File: src/rtl/hex8_pkg.sv
// rtl/hex8_pkg.sv - shared hex8 types and constants for the program loader
package hex8_pkg;

    localparam int HEX8_ADDR_W = 8;

    localparam logic [7:0] SYNC_LOAD_DEFAULT = 8'hA5;
    localparam logic [7:0] SYNC_RUN_DEFAULT  = 8'h5A;

    typedef enum logic [2:0] {
        LD_IDLE = 3'd0,
        LD_ADDR = 3'd1,
        LD_LEN  = 3'd2,
        LD_DATA = 3'd3,
        LD_CSUM = 3'd4
    } hex8_ld_state_t;

endpackage

File: src/rtl/hex8_loader.sv
// rtl/hex8_loader.sv - framed byte-stream loader for hex8 program memory
// Optional CSUM byte and sticky err flag are enabled by HEX8_LOADER_CHECKSUM_EN.
module hex8_loader
    import hex8_pkg::*;
#(
    parameter logic [7:0] SYNC_LOAD = SYNC_LOAD_DEFAULT,
    parameter logic [7:0] SYNC_RUN  = SYNC_RUN_DEFAULT
) (
    input  logic                   clk,
    input  logic                   reset,
    input  logic                   in_valid,
    input  logic [7:0]             in_data,
    output logic                   in_ready,
    output logic                   mem_we,
    output logic [HEX8_ADDR_W-1:0] mem_addr,
    output logic [7:0]             mem_wdata,
    output logic                   cpu_reset,
    output logic                   busy,
    output logic                   err,
    output logic [7:0]             frames_ok
);

    hex8_ld_state_t         state, state_n;
    logic [HEX8_ADDR_W-1:0] addr_ptr, addr_ptr_n;
    logic [8:0]             remaining, remaining_n;
    logic                   mem_we_n;
    logic [HEX8_ADDR_W-1:0] mem_addr_n;
    logic [7:0]             mem_wdata_n;
    logic                   cpu_reset_n;
    logic [7:0]             frames_ok_n;
    logic                   accept;

`ifdef HEX8_LOADER_CHECKSUM_EN
    logic [7:0] csum, csum_n;
    logic       err_n;
`endif

    assign accept = in_valid & in_ready;

    always_comb begin
        state_n     = state;
        addr_ptr_n  = addr_ptr;
        remaining_n = remaining;
        mem_we_n    = 1'b0;
        mem_addr_n  = mem_addr;
        mem_wdata_n = mem_wdata;
        cpu_reset_n = cpu_reset;
        frames_ok_n = frames_ok;
`ifdef HEX8_LOADER_CHECKSUM_EN
        csum_n      = csum;
        err_n       = err;
`endif
        if (accept) begin
            case (state)
                LD_IDLE: begin
                    // A load always parks the core, even if it is running.
                    if (in_data == SYNC_LOAD) begin
                        state_n     = LD_ADDR;
                        cpu_reset_n = 1'b1;
                    end else if (in_data == SYNC_RUN && !err) begin
                        cpu_reset_n = 1'b0;
                    end
                end
                LD_ADDR: begin
                    addr_ptr_n = in_data;
                    state_n    = LD_LEN;
`ifdef HEX8_LOADER_CHECKSUM_EN
                    csum_n     = in_data;
`endif
                end
                LD_LEN: begin
                    remaining_n = (in_data == 8'd0) ? 9'd256 : {1'b0, in_data};
                    state_n     = LD_DATA;
`ifdef HEX8_LOADER_CHECKSUM_EN
                    csum_n      = csum + in_data;
`endif
                end
                LD_DATA: begin
                    mem_we_n    = 1'b1;
                    mem_addr_n  = addr_ptr;
                    mem_wdata_n = in_data;
                    addr_ptr_n  = addr_ptr + 1'b1;
                    remaining_n = remaining - 9'd1;
`ifdef HEX8_LOADER_CHECKSUM_EN
                    csum_n      = csum + in_data;
                    if (remaining == 9'd1) begin
                        state_n = LD_CSUM;
                    end
`else
                    if (remaining == 9'd1) begin
                        state_n     = LD_IDLE;
                        frames_ok_n = frames_ok + 8'd1;
                    end
`endif
                end
`ifdef HEX8_LOADER_CHECKSUM_EN
                LD_CSUM: begin
                    state_n = LD_IDLE;
                    csum_n  = csum + in_data;
                    if (csum_n == 8'd0) begin
                        frames_ok_n = frames_ok + 8'd1;
                    end else begin
                        err_n = 1'b1;
                    end
                end
`endif
                default: state_n = LD_IDLE;
            endcase
        end
    end

    always_ff @(posedge clk) begin
        if (reset) begin
            state     <= LD_IDLE;
            addr_ptr  <= '0;
            remaining <= '0;
            in_ready  <= 1'b0;
            mem_we    <= 1'b0;
            mem_addr  <= '0;
            mem_wdata <= '0;
            cpu_reset <= 1'b1;
            busy      <= 1'b0;
            frames_ok <= '0;
        end else begin
            state     <= state_n;
            addr_ptr  <= addr_ptr_n;
            remaining <= remaining_n;
            in_ready  <= 1'b1;
            mem_we    <= mem_we_n;
            mem_addr  <= mem_addr_n;
            mem_wdata <= mem_wdata_n;
            cpu_reset <= cpu_reset_n;
            busy      <= (state_n != LD_IDLE);
            frames_ok <= frames_ok_n;
        end
    end

`ifdef HEX8_LOADER_CHECKSUM_EN
    always_ff @(posedge clk) begin
        if (reset) begin
            csum <= '0;
            err  <= 1'b0;
        end else begin
            csum <= csum_n;
            err  <= err_n;
        end
    end
`else
    assign err = 1'b0;
`endif

endmodule
File: config.mk
export PLATFORM = sky130hd
export DESIGN_NAME = hex8_loader
export DESIGN_NICKNAME = d
export VERILOG_FILES = /design/src/rtl/hex8_pkg.sv /design/src/rtl/hex8_loader.sv
export SDC_FILE = /design/constraint.sdc
export NUM_CORES = 1
export LEC_CHECK = 0
export ABC_CLOCK_PERIOD_IN_PS = 3000
export CAP_MARGIN = 15
export CORE_MARGIN = 2
export CORE_UTILIZATION = 56
export DETAILED_ROUTE_END_ITERATION = 6
export GPL_TIMING_DRIVEN = 0
export PLACE_DENSITY = 0.94
export SYNTH_ARGS = -nofsm -noshare
export SYNTH_HDL_FRONTEND = slang
export SYNTH_SLANG_ARGS = --single-unit
export TNS_END_PERCENT = 100
File: constraint.sdc
create_clock -name clk -period 3 [get_ports clk]
set_input_delay 0.3 -clock clk [delete_from_list [all_inputs] [get_ports clk]]
set_output_delay 0.3 -clock clk [all_outputs]
set_load 0.01 [all_outputs]
# After elaboration in Yosys (flattened, before gate mapping)
# Cells that the tools add are included.
[word_totals]
register_bits = 48
inputBits = 11
out_inout_bits = 29
elab_cells = 44
[op_classes]
n_addsub = 3
n_eq_ne = 6
n_mux = 11
n_bitwise = 2
reduce_logical = 12
[op_table]
columns = ["cell", "count"]
rows = [
  ["case mux 9 bit (2 select lines)", 1],
  ["adder 8 x 1 -> 8 bit (second input constant)", 2],
  ["case mux 8 bit (2 select lines)", 1],
  ["case mux 3 bit (4 select lines)", 1],
  ["== test 9 x 1 -> 1 bit (second input constant)", 1],
  ["two-way mux 3 bit", 3],
  ["two-way mux 9 bit", 1],
  ["subtractor 9 x 1 -> 9 bit (second input constant)", 1],
  ["== test 8 x 7 -> 1 bit (second input constant)", 1],
  ["== test 8 bit (second input constant)", 1],
  ["zero test 8 bit", 1],
  ["== test 3 x 2 -> 1 bit (second input constant)", 2],
  ["AND reduction 2 bit", 3],
  ["AND reduction 3 bit", 2],
  ["nonzero test 2 bit", 3],
  ["two-way mux 1 bit", 4],
  ["== test 3 x 1 -> 1 bit (second input constant)", 1],
  ["zero test 3 bit", 1],
  ["nonzero test 3 bit", 1],
  ["OR reduction 2 bit", 1],
  ["AND 1 bit", 1],
  ["inverter 1 bit", 1],
]

# Longest topological paths before layout
# Gate-level depths: netlist of run 1.
[depth]
ltp_word = 5
mapped_depth = 7
mapped_depth_nobuf = 6

# Least setup slack after synthesis of run 1
# No wires, ideal clock.
[synth_path]
path_type = "reg2reg"
start = "reg remaining[2]"
end = "reg frames_ok[6]"
setup_time_ps = 70
t_arrival_ps = 1619
t_required_ps = 2930
setup_slack_ps = 1310
stages_incl_launch_ff = 6
path_buffers = 1
synth_period_minus_slack_ps = 1690
cell_sequence = "dfxtp_1 > nor4_4 > nand4_4 > buf_4 > or3_1 > a21oi_1"
[synth_between]
elab_chain_cells = 2
[synth_rtl]
columns = ["item", "line_no", "rtl"]
rows = [
  ["start: declaration", "hex8_loader.sv:25", "logic [8:0] remaining, remaining_n;"],
  ["start signal: assignment", "hex8_loader.sv:127", "remaining <= remaining_n;"],
  ["== test 9 x 1 -> 1 bit", "hex8_loader.sv:90", "if (remaining == 9'd1) begin"],
  ["AND reduction 3 bit (no source line)", "-", ""],
  ["end signal: assignment", "hex8_loader.sv:134", "frames_ok <= frames_ok_n;"],
  ["end: declaration", "hex8_loader.sv:20", "output logic [7:0] frames_ok"],
]
# No other way between the ends.
# A chain may end at the register's enable or synchronous reset.

# Worst setup path after layout of run 1
[layout_path]
start = "reg state[1]"
end = "reg mem_wdata[4]"
[layout_between]
elab_chain_cells = 2
[layout_rtl]
columns = ["item", "line_no", "rtl"]
rows = [
  ["start: declaration", "hex8_loader.sv:23", "hex8_ld_state_t state, state_n;"],
  ["start signal: assignment", "hex8_loader.sv:125", "state <= state_n;"],
  ["== test 3 x 2 -> 1 bit", "hex8_loader.sv:54", "case (state)"],
  ["AND reduction 2 bit (no source line)", "-", ""],
  ["end signal: assignment", "hex8_loader.sv:131", "mem_wdata <= mem_wdata_n;"],
  ["end: declaration", "hex8_loader.sv:16", "output logic [7:0] mem_wdata,"],
]
# No other way between the ends.

==> reports/qor.txt, run 1 <==
Post-detailed-routing wire length - 5730 µm
Leakage - 0.000947 µW
Final weighted congestion in routability-driven placement - 0.954
Layout Cells excl Fill - 380
Period utilization - 71.6%
Die area - 4610 µm²
Wire length per cell after detailed routing - 15.1 µm
HPWL after detailed placement - 4090 µm
Number of unique standard cell types used by synthesis - 45
Post-synthesis instance area - 2290 µm²
Max Fanout on Critical Path - 10
Layout overhead on the synthesized area - 24.2%
Number of H-tree levels - 2
Destination of the worst register-to-register timing path - mem_wdata[4]
Post-route minimum period - 2.15 ns
Worst Tran Pin Value - 0.594 ns
Flop-to-flop setup slack - 0.85 ns
Number of resized instances in the post-cts repair step - 0
Buffers and inverters on the worst path - 2
Std cell rows - 23
Area share of the leading cell type in the synthesized netlist - 42.0%
Ratio of cells with drive above 1 in the final layout - 6.06%
Post-CTS setup buffers - 0
First-pass GRT wire length - 9410 µm
Cell type group with the largest total delay on the critical path - simple AND/OR/NAND/NOR gates
Number of routed nets with antenna violations - 0
Via count of the first global-routing pass - 2113
Yosys Warn Count - 0
Library cell with the highest instance count after synthesis - nand2_1
Worst Setup EP - mem_wdata[4]
Initial antenna violation count - 0
Aggregate global routing overflow - 0
Power density relative to cell area - 437 nW/µm²
Worst-path cell chain - buf_2, nand3b_1, nor2_1, clkbuf_1, nand2_1, a21oi_1
Number of maximum-capacitance violations - 0
CTS Hold Buffers Added - 0
Worst-Skew Late Latency - 0.31 ns
Via count - 2283
Area of the core - 3970 µm²
CP required - 3.22 ns
Max-slew violation count - 0
Cell types occupying the most area after synthesis - dfxtp_1 42%, a21oi_1 9.6%, nand2_1 8.2%
Setup tns final - 0 ns
Result of the run - complete, no violations
Library cell contributing the largest single delay on the critical path - nor2_1
Layout Skew - 0.00631 ns
Most numerous cell types in the synthesized netlist - 50 x nand2_1, 48 x dfxtp_1, 44 x a21oi_1
Count of cells along the worst register-to-register path - 6
Clock slew at the register clock pins of the worst setup and hold paths - 0.09 ns
Top-Level Pins - 40
Post-Place Cells - 372
Port buffer count - 37
Drt first-iter violations - 240
Setup repair after global routing missed its margin - false
Post-Synthesis Mean Instance Area - 8.03 µm²
Post-detailed-route via-to-cell ratio - 6.01
Most frequently used flop master after synthesis - dfxtp_1
Worst slack at placement - 0.699 ns
Clock Tree Root - clkbuf_8
Asr flop ratio synth - 0%
Endpoint arrival time on the critical path - 2.37 ns
Crit-path max cell delay - 0.57 ns
Starting density of the core - 57.6%
Count of mapped cells out of synthesis - 285
Clock tree sinks - 48
Startpoint class of the critical path - flip-flop
Largest voltage drop on the vdd net - 292 µV
Number of enable flip-flop cells after synthesis - 0
Router iterations before antenna repair - 6
Class of the most critical setup path - flip-flop to flip-flop
Largest net degree at the start of global routing - 16
Number of hold-slack violations in the final timing report - 0
Die Height - 67.9 µm
Clock tree from TritonCTS - built
Utilization after layout - 71.6%
Antenna fix cells - 0
Maximum clock path buffer count - 2
Fmax - 466 MHz
Kind of end point of the critical path - flip-flop
CP Launch Point - state[1]
Post-synth net total - 300
Max-slew headroom at the worst pin - 60.2%
CTS buffer count - 5
Worst-case setup margin in the final layout - 0.853 ns
Final Net Count - 344
Aggregate global-route resource usage - 27.0%
Proportion of synthesized chip area in sequential cells - 42.0%
Path class of the lowest-slack min-delay path - flip-flop to flip-flop
Number of stages on the worst setup path - 6
Post-synthesis sequential element count - 48
Reg2Reg Launch Point - state[1]
Cell type with the highest aggregate area in the netlist - dfxtp_1
Die width - 67.9 µm
Instance area after placement - 2720 µm²
Number of failing setup endpoints in the final timing report - 0
Final Instance Area - 2840 µm²
Number of DRC violations after detailed routing - 0
## layer usage
metal / GRT usage, % / vias up / wire length (µm)
met3: 6.25 / 14 / 336
met5: 0 / - / 0
met2: 45.6 / 102 / 2870
met4: 13.5 / 0 / 138
li1: - / 1116 / -
met1: 31.9 / 1051 / 2380
## kinds of logic after synthesis
| kind of cell | after synthesis | share of synthesized area, % |
|---|---|---|
| multiplexers | 3 | 1.42 |
| flip-flops | 48 | 42.0 |
| adder cells (fa/ha/maj) | 4 | 2.19 |
| other | 1 | 0.164 |
| AO/OA/AOI/OAI | 81 | 20.3 |
| AND/OR/NAND/NOR | 127 | 29.8 |
| buffers and inverters | 20 | 3.77 |
| XOR/XNOR | 1 | 0.383 |
## per-stage QoR
stage               total power, µW  hold WS [ns]
floorplan                       721         0.436
global placement                760         0.440
detailed placement              762         0.447
CTS                            1240         0.460
global route                   1290         0.465
finish                         1240         0.456
## placed cells by master, fill, tap and decap left out, types with 6 or more instances in the layout
| cell | synthesis | layout |
|---|---|---|
| nand2_1 | 50 | 50 |
| dfxtp_1 | 48 | 48 |
| a21oi_1 | 44 | 44 |
| clkdlybuf4s50_1 | 0 | 37 |
| o21ai_0 | 16 | 16 |
| nor2_1 | 13 | 13 |
| clkbuf_1 | 11 | 11 |
| nand3_1 | 11 | 11 |
| nor3_1 | 9 | 9 |
| or4_1 | 6 | 6 |
| clkbuf_8 | 0 | 6 |
## worst reg2reg max path, stage by stage (launching register included)
cell,delay (ns)
dfxtp_1,0.32
buf_2,0.20
nand3b_1,0.28
nor2_1,0.57
clkbuf_1,0.40
nand2_1,0.10
a21oi_1,0.19
## final cells by class
type / instances / area [µm²]
Multi-Input combinational cell: 217 / 1240
Fill cell: 313 / 1130
Sequential cell: 48 / 961
Timing Repair Buffer: 37 / 370
Clock buffer: 6 / 82.6
Buffer: 16 / 71.3
Tap cell: 50 / 62.6
Clock inverter: 2 / 38.8
Inverter: 4 / 15.0
## sequential cells by signal, indices dropped and copies added (netlist names)
name       count
addr_ptr       8
busy           1
cpu_reset      1
frames_ok      8
in_ready       1
mem_addr       8
mem_wdata      8
mem_we         1
remaining      9
state          3
## how the worst min path moves through the flow
stage,startpoint,end,slack (ns),cells past startpoint
finish,mem_addr[6],mem_addr[6],0.46,2
global route,reset,addr_ptr[1],0.47,2
CTS,mem_addr[6],mem_addr[6],0.46,2
detailed placement,mem_addr[6],mem_addr[6],0.45,2
global placement,mem_addr[3],mem_addr[3],0.44,2
floorplan,in_data[0],mem_wdata[0],0.44,2
## report_power, final
| group | internal [µW] | switching, µW | total (µW) |
|---|---|---|---|
| sequential | 645 | 8.95 | 654 |
| clock | 273 | 221 | 494 |
| combinational | 37.2 | 57.6 | 94.7 |
| total | 955 | 288 | 1240 |
(Power assumes the default switching activity.)
==> run 2: changes to the inputs <==
- ABC_CLOCK_PERIOD_IN_PS: 3000 -> 2100
- CORE_UTILIZATION: 56 -> 52
- PLACE_DENSITY: 0.94 -> 0.89
- clock period: 3 -> 2.1 ns (I/O delays scaled with it)
==> run 2 against run 1 <==
Net effect:
- clock skew is 0.00056 ns higher
- cell count rose by 0.26%
- final area is 1.1% lower
- non-clock buffer count did not move
- die area grew 7.2%
- clock power up 6.7%
- critical endpoint is now frames_ok[6]
- largest power group unchanged
==> reports/qor.txt, run 2 (synthesis gave the netlist of run 1 again) <==
Smallest hold slack - 0.363 ns (-0.0928 ns)
Startpoint class of the critical path - flip-flop
Number of failing setup endpoints in the final timing report - 0 (unchanged)
Path class of the lowest-slack min-delay path - primary input to flip-flop
Worst Tran Pin Value - 0.623 ns (+0.0287 ns)
Setup repair after global routing missed its margin - false
Std cell rows - 24 (+4.3%)
Number of H-tree levels - 2 (unchanged)
Final Net Count - 344 (unchanged)
Clock Tree Root - clkbuf_8
Number of DRC violations after detailed routing - 0 (unchanged)
Antenna fix cells - 0 (unchanged)
Endpoint arrival time on the critical path - 2.17 ns (-0.20 ns)
Aggregate global routing overflow - 0 (unchanged)
Max-slew violation count - 0 (unchanged)
Post-detailed-route via-to-cell ratio - 5.80 (-3.4%)
Largest net degree at the start of global routing - 15 (-1)
Post-detailed-routing wire length - 5550 µm (-3.1%)
Post-CTS setup buffers - 0 (unchanged)
Max reg flops - 9 (unchanged)
Clock slew at the register clock pins of the worst setup and hold paths - 0.09 ns (about the same)
Max Fanout on Critical Path - 10 (unchanged)
Die area - 4950 µm² (+7.2%)
CP required - 2.33 ns (-0.89 ns)
Max-slew headroom at the worst pin - 58.5% (-1.8 points)
Number of maximum-capacitance violations - 0 (unchanged)
Ratio of cells with drive above 1 in the final layout - 6.08% (+0.018 points)
Setup tns final - 0 ns (unchanged)
Aggregate global-route resource usage - 23.1% (-3.9 points)
Leakage - 0.000925 µW (-2.3%)
Initial antenna violation count - 0 (unchanged)
Number of hold-slack violations in the final timing report - 0 (unchanged)
Result of the run - complete, no violations
Crit-path max cell delay - 0.57 ns (about the same)
Fmax - 515 MHz (+11%)
Power density relative to cell area - 568 nW/µm² (+30%)
Worst-Skew Late Latency - 0.30 ns (about the same)
Clock tree from TritonCTS - built
Die width - 70.3 µm (+3.6%)
Wire length per cell after detailed routing - 14.6 µm (-3.4%)
Largest register by flop count - remaining
Router iterations before antenna repair - 4 (-2)
Buffers and inverters on the worst path - 1 (-1)
Die Height - 70.3 µm (+3.6%)
Number of routed nets with antenna violations - 0 (unchanged)
HPWL after detailed placement - 3960 µm (-3.1%)
Top-Level Pins - 40 (unchanged)
Number of resized instances in the post-cts repair step - 0 (unchanged)
Library cell contributing the largest single delay on the critical path - nor4_4
CTS buffer count - 5 (unchanged)
Starting density of the core - 53.3% (-4.3 points)
CTS Hold Buffers Added - 0 (unchanged)
Via count of the first global-routing pass - 1997 (-5.5%)
Period utilization - 92.4% (+21 points)
Commonest non-fill, non-tap cell in the layout - nand2_1
Cell type group with the largest total delay on the critical path - simple AND/OR/NAND/NOR gates
Worst-path cell chain - nor4_4, nand4_4, buf_4, or3_1, a21oi_1
Class of the most critical setup path - flip-flop to flip-flop
Post-route minimum period - 1.94 ns (-0.207 ns)
Port buffer count - 37 (unchanged)
Via count - 2211 (-3.2%)
Area of the core - 4290 µm² (+8.1%)
Clock tree sinks - 48 (unchanged)
First-pass GRT wire length - 9180 µm (-2.4%)
Maximum clock path buffer count - 2 (unchanged)
Drt first-iter violations - 174 (-28%)
Leading cell types in the layout, fill and taps excluded - 50 x nand2_1, 48 x dfxtp_1, 44 x a21oi_1, 37 x clkdlybuf4s50_1, 16 x o21ai_0
Layout Skew - 0.00686 ns (+0.000555 ns)
Kind of end point of the critical path - flip-flop
Largest voltage drop on the vdd net - 309 µV (+5.9%)
Layout overhead on the synthesized area - 22.9%
Final weighted congestion in routability-driven placement - 0.848 (-11%)
==> run 2: cell count changes in the layout (fill, tap and decap cells not counted) <==
cell	change
bufinv_16	-1
clkbuf_8	-1
clkinv_2	+1
clkinv_4	-1
clkinvlp_4	+1
nor2_1	-1
nor2_4	+1
==> run 2: power by group <==
group / internal, µW / switching (µW) / total, µW
Clock: 226 / 301 / 527
Sequential: 921 / 12.9 / 934
Combinational: 53.3 / 82.6 / 136
Total: 1200 / 397 / 1600
==> run 2: cell type report <==
type	instances	area, µm²
buffer	16	71.3
clock buffer	5	68.8
clock inverter	2	12.5
fill	398	1480
inverter	4	15.0
multi-input combinational	217	1250
sequential	48	961
tap	52	65.1
timing repair buffer	37	370
==> run 2: path summary, 6_finish.rpt <==
| path | to | cells after the start | from | slack [ns] |
|---|---|---|---|---|
| worst max-delay path | frames_ok[6] | 5 | remaining[3] | 0.16 |
| worst min-delay path | addr_ptr[1] | 2 | reset | 0.36 |
| worst min register to register | mem_addr[4] | 2 | mem_addr[4] | 0.45 |
| worst max register to register | frames_ok[6] | 5 | remaining[3] | 0.16 |
==> run 2: through the flow <==
step                cell area, µm²  setup slack [ns]  power (µW)  std cells  utilization (%)
finish                        2810             0.160        1600        381             65.5
global route                  2810            0.0325        1660        381             65.5
CTS                           2810            0.0557        1600        381             65.3
detailed placement            2720            -0.110        1090        374             63.4
global placement              2720           -0.0665        1090        374             63.4
floorplan                     2290             0.410        1030        285                -
==> run 2: metal layers <==
layer / global-route usage [%] / part of all wire (%) / up-vias
li1: - / - / 1116
met2: 39.0 / 49 / 56
met4: 7.91 / 1.8 / 0
met1: 28.8 / 45 / 1030
met3: 5.34 / 4.5 / 9
met5: 0 / 0 / -
==> run 3: changes to the inputs <==
- SETUP_SLACK_MARGIN: default -> 0.02
==> results of run 3 <==
Final layout, timing and power as in run 2 (identical DEF).
